## src/rtl/adder_bist_ref.sv

```systemverilog
// Golden combinational adder: WIDTH-bit operands plus carry-in, result
// returned with the carry-out as the top bit.
module adder_bist_ref #(
    parameter int WIDTH = 4
) (
    input  logic [WIDTH-1:0] a,
    input  logic [WIDTH-1:0] b,
    input  logic             cin,
    output logic [WIDTH:0]   sum
);

    assign sum = {1'b0, a} + {1'b0, b} + {{WIDTH{1'b0}}, cin};

endmodule

```

## config.mk

```make
export PLATFORM = sky130hd
export DESIGN_NAME = adder_bist_ref
export DESIGN_NICKNAME = d
export VERILOG_FILES = /design/src/rtl/adder_bist_ref.sv
export SDC_FILE = /design/constraint.sdc
export NUM_CORES = 1
export LEC_CHECK = 0
export CORE_AREA = 4 4 41 43
export DETAILED_ROUTE_END_ITERATION = 10
export DIE_AREA = 0 0 45 47
export PLACE_DENSITY_LB_ADDON = 0.12
export SLEW_MARGIN = 40
export SYNTH_ARGS = -nofsm -noshare
export SYNTH_HDL_FRONTEND = slang
export SYNTH_SLANG_ARGS = --single-unit
```

## constraint.sdc

```tcl
create_clock -name vclk -period 3.3
set_clock_uncertainty 0.1 [all_clocks]
set_input_delay 0.33 -clock vclk [all_inputs]
set_output_delay 0.33 -clock vclk [all_outputs]
set_load 0.03 [all_outputs]
```

==> results of run 1 <==
-- cells in the final DEF, fill, tap and decap left out --
cell type        synthesis  layout
a21oi_2                  1       1
nor2b_1                  1       1
a21o_1                   1       1
xnor2_1                  2       2
ha_1                     3       3
clkdlybuf4s50_1          0      14
fa_1                     2       2
o21ai_0                  1       1
nand2b_1                 1       1
inv_1                    4       4
-- power groups by stage --
stage	registers, mW	clock network [mW]	logic, mW
after global routing	0	0	0.0815
after floorplan	0	0	0.0428
after CTS	0	0	0.0770
final	0	0	0.0756
after global placement	0	0	0.0763
after detailed placement	0	0	0.0764
-- path summary, 6_finish.rpt --
| kind | slack, ps | endpoint | cells past startpoint |
|---|---|---|---|
| worst max-delay path | 470 | sum[4] | 8 |
| worst min-delay path | 1830 | sum[3] | 4 |
-- metal layers --
metal,up-vias,global-route usage (%)
met4,0,0
met3,0,0
met5,-,0
met2,11,6.497
li1,79,-
met1,70,4.989
-- cell type report --
class	instances	area share, %
inverters	4	4.959
multi-input cells	12	42.56
well taps	15	6.198
repair buffers	14	46.28
-- stage by stage --
step	cells	power, mW	hold WS, ps
2_1_floorplan	16	0.04277	880.6
3_3_place_gp	45	0.07634	1826
3_5_place_dp	45	0.07644	1832
4_1_cts	45	0.07698	1839
5_1_grt	45	0.08152	1854
6_report	45	0.07558	1826
-- logic make-up after synthesis --
group	share of synthesized area, %
AO/OA/AOI/OAI	14.78
XOR/XNOR	12.18
adder cells (fa/ha/maj)	53.92
buffers and inverters	10.43
AND/OR/NAND/NOR	8.701
==> impl_metrics.json, run 1 <==
{
  "ys_types": 9,
  "seq_area_frac_synth_pct": 0,
  "yosysMostFrequentCell": "inv_1",
  "antenna_cells": 0,
  "startpoint_type": "primary input",
  "worstMarginPinSlew_ps": 313.1,
  "critical-path-top-delay-family": "buffers and inverters",
  "leakage_nw": 0.1346,
  "status": "complete, no violations",
  "drv_slew": 0,
  "switchingPower_uw": 38.03,
  "rsz0062_at_grt": "false",
  "critical_path_arrival_ps": 2400,
  "synthesis.nets": 30,
  "hold_start": "b[3]",
  "areaGrowthSynthToFinish_pct": 110.4,
  "vias": 160,
  "wl_um": 337,
  "grt-ovfl-total": 0,
  "top_layer": "met3",
  "place_congestion": 0.5938,
  "core_region_area_mm2": 0.001301,
  "die_w_um": 45,
  "power_frac_seq_pct": 0,
  "multi_input_area_um2": 128.9,
  "grt_antenna_before_repair": 0,
  "dpl_cell_area_um2": 302.8,
  "seq_area_um2": 0,
  "final_nets": 46,
  "start_util_pct": 11.06,
  "hpwl_um": 319.1,
  "fin_area_um2": 302.8,
  "critical-path-max-stage-delay_ps": 660,
  "final_util_pct": 23.27,
  "io_buffers": 14,
  "cp_num_buf_inv": 3,
  "max-cap-violations": 0,
  "setup_tns_ps": 0,
  "setup_violations": 0,
  "place_ws_ps": 464.4,
  "max-vdd-ir-drop_uv": 97.20,
  "grt_pass1_wl_um": 607,
  "vias_per_cell": 3.556,
  "crit_type": "primary input to output pin",
  "synth_top_area_cell": "fa_1",
  "grt_max_degree": 4,
  "io_pins": 14,
  "syn_inst": 16,
  "drc_errors": 0,
  "wl_per_cell_um": 7.489,
  "cp-end-kind": "output pin",
  "drtAntennaViolNets": 0,
  "post_cts_buffers": 0,
  "ys.warnings.count": 0,
  "dr.pass1.iters": 4,
  "slew_headroom_pct": 79.06,
  "wl_met1_um": 147,
  "startpoint": "a[0]",
  "wl_met3_um": 37,
  "comb_power_share_pct": 100.0,
  "die-area_mm2": 0.002115,
  "hold_viol_final": 0,
  "crit_chain": "clkdlybuf4s50_1 > fa_1 > inv_1 > fa_1 > nor2b_1 > o21ai_0 > nand2b_1 > clkdlybuf4s50_1",
  "p_sw_share_pct": 50.31,
  "p_int_uw": 37.56,
  "crit_fanout": 2,
  "grt_pass1_vias": 169,
  "n_clock_buffer": 0,
  "synth.area.top_cells": "fa_1, ha_1, xnor2_1",
  "track_usage_pct": 3.552,
  "cts_hold_buf": 0,
  "fin_ws_ps": 473.4,
  "drive_above_1_share_pct": 3.333,
  "drtIter0Drc": 1,
  "clockPowerShare_pct": 0,
  "netlist_top_cells_count": "inv_1, ha_1, fa_1, xnor2_1",
  "post-route-min-period_ps": 2827,
  "powerDensity_mw_per_mm2": 249.6,
  "cp_slowest_cell": "clkdlybuf4s50_1",
  "crit_required_ps": 2870,
  "finalCritPeriodShare_pct": 85.66,
  "yosys.area.top_type_share_pct": 27.83,
  "cts_resized": 0,
  "seq_cell_count": 0,
  "max_freq_mhz": 353.8,
  "syn_area_um2": 143.9,
  "min_path_type": "primary input to output pin",
  "die_height_um": 47,
  "fp-row-count": 13,
  "avgSynthCellArea_um2": 8.993,
  "wl_met2_um": 153,
  "fillers": 159
}
Power figures use the tool's default switching activity.
==> inputs of run 2 (changes only) <==
- CORE_AREA: 4 4 41 43 -> 2 2 39 41
- DIE_AREA: 0 0 45 47 -> 0 0 41 43
- GPL_TIMING_DRIVEN: default -> 0
==> run 2 against run 1 <==
  * Largest power group unchanged
  * Fmax decreased by 0.52%
  * Global-route usage increased by 0.65 points
  * Routed wire length increased by 12%
  * First-iteration DRC count increased to 3.0 times the previous value
  * Highest routed layer unchanged
  * Cell count increased by 2.2%
  * Final area increased by 0.41%
  * Via count decreased by 6.9%
  * Sequential share of layout area unchanged
  * Die area decreased by 17%
  * Sequential cell count unchanged
==> impl_metrics.json, run 2 (synthesis results as in run 1) <==
{
  "wl_per_cell_um": 8.174,
  "seq_cell_count": 0,
  "seq_area_um2": 0,
  "powerDensity_mw_per_mm2": 250.5,
  "fillers": 148,
  "rsz0062_at_grt": "false",
  "grt_pass1_vias": 140,
  "cp-endpoint": "sum[1]",
  "critical_path_arrival_ps": 2410,
  "die_w_um": 41,
  "critical-path-max-stage-delay_ps": 650,
  "layout_commonest_cell": "clkdlybuf4s50_1",
  "io_pins": 14,
  "cp_num_buf_inv": 4,
  "final_util_pct": 21.97,
  "hold_start": "b[3]",
  "cp_slowest_cell": "clkdlybuf4s50_1",
  "setup_tns_ps": 0,
  "fin_area_um2": 304.0,
  "crit_required_ps": 2870,
  "max_freq_mhz": 351.9,
  "placedCellCount": 46,
  "dr.pass1.iters": 2,
  "grt_max_degree": 4,
  "post-route-min-period_ps": 2841,
  "vias": 149,
  "dpl_cell_area_um2": 304.0,
  "grt_antenna_before_repair": 0,
  "core_region_area_mm2": 0.001384,
  "wl_um": 376,
  "max-vdd-ir-drop_uv": 91.61,
  "die-area_mm2": 0.001763,
  "crit_cells": 6,
  "antenna_cells": 0,
  "die_height_um": 43,
  "n_clock_buffer": 0,
  "areaGrowthSynthToFinish_pct": 111.3,
  "crit_fanout": 2,
  "startpoint_type": "primary input",
  "drtIter0Drc": 3,
  "worstMarginPinSlew_ps": 314.0,
  "crit_type": "primary input to output pin",
  "drive_above_1_share_pct": 3.333,
  "fp-row-count": 14,
  "hold_viol_final": 0,
  "drv_slew": 0,
  "start_util_pct": 10.40,
  "track_usage_pct": 4.204,
  "stdcell_count": 46,
  "layout_common_cells": "clkdlybuf4s50_1, inv_1, ha_1",
  "drtAntennaViolNets": 0,
  "post_cts_buffers": 0,
  "startpoint": "a[0]",
  "finalPower_uw": 76.16,
  "max-cap-violations": 0,
  "grt-ovfl-total": 0,
  "place_congestion": 0.5148,
  "finalHoldWorstSlack_ps": 1840,
  "crit_chain": "clkdlybuf4s50_1 > fa_1 > inv_1 > fa_1 > inv_1 > clkdlybuf4s50_1",
  "leakage_nw": 0.1346,
  "critical-path-top-delay-family": "buffers and inverters",
  "setup_violations": 0,
  "cts_hold_buf": 0,
  "cp-end-kind": "output pin",
  "vias_per_cell": 3.239,
  "multi_input_area_um2": 128.9,
  "place_ws_ps": 443.4,
  "hpwl_um": 331.5,
  "grt_pass1_wl_um": 538,
  "final_nets": 46,
  "drc_errors": 0,
  "min_path_type": "primary input to output pin",
  "slew_headroom_pct": 79.00,
  "status": "complete, no violations",
  "finalCritPeriodShare_pct": 86.10,
  "fin_ws_ps": 458.6,
  "io_buffers": 14,
  "cts_resized": 0
}
run 2: cell counts in the layout (fill, tap and decap cells not counted):
Identical to the previous run, type by type.
run 2: how the worst min path moves through the flow:
stage                   to  cells after the start
floorplan           sum[0]                      1
global placement    sum[3]                      4
detailed placement  sum[3]                      4
CTS                 sum[3]                      4
global route        sum[3]                      4
finish              sum[3]                      4
run 2: cell type report:
| type | count | share of cell area [%] |
|---|---|---|
| well taps | 16 | 6.584 |
| inverters | 4 | 4.938 |
| repair buffers | 14 | 46.09 |
| multi-input cells | 12 | 42.39 |
run 2: metal layers:
layer	GRT usage (%)	vias up	routed length (µm)
met3	0	0	67
met2	6.875	14	151
met1	6.369	57	157
met4	0	0	0
met5	0	-	0
li1	-	78	-
run 2: power by group:
| group | leakage, nW | switching [mW] | internal, mW | total [mW] |
|---|---|---|---|---|
| registers | 0 | 0 | 0 | 0 |
| clock network | 0 | 0 | 0 | 0 |
| logic | 0.135 | 0.0384 | 0.0377 | 0.0762 |
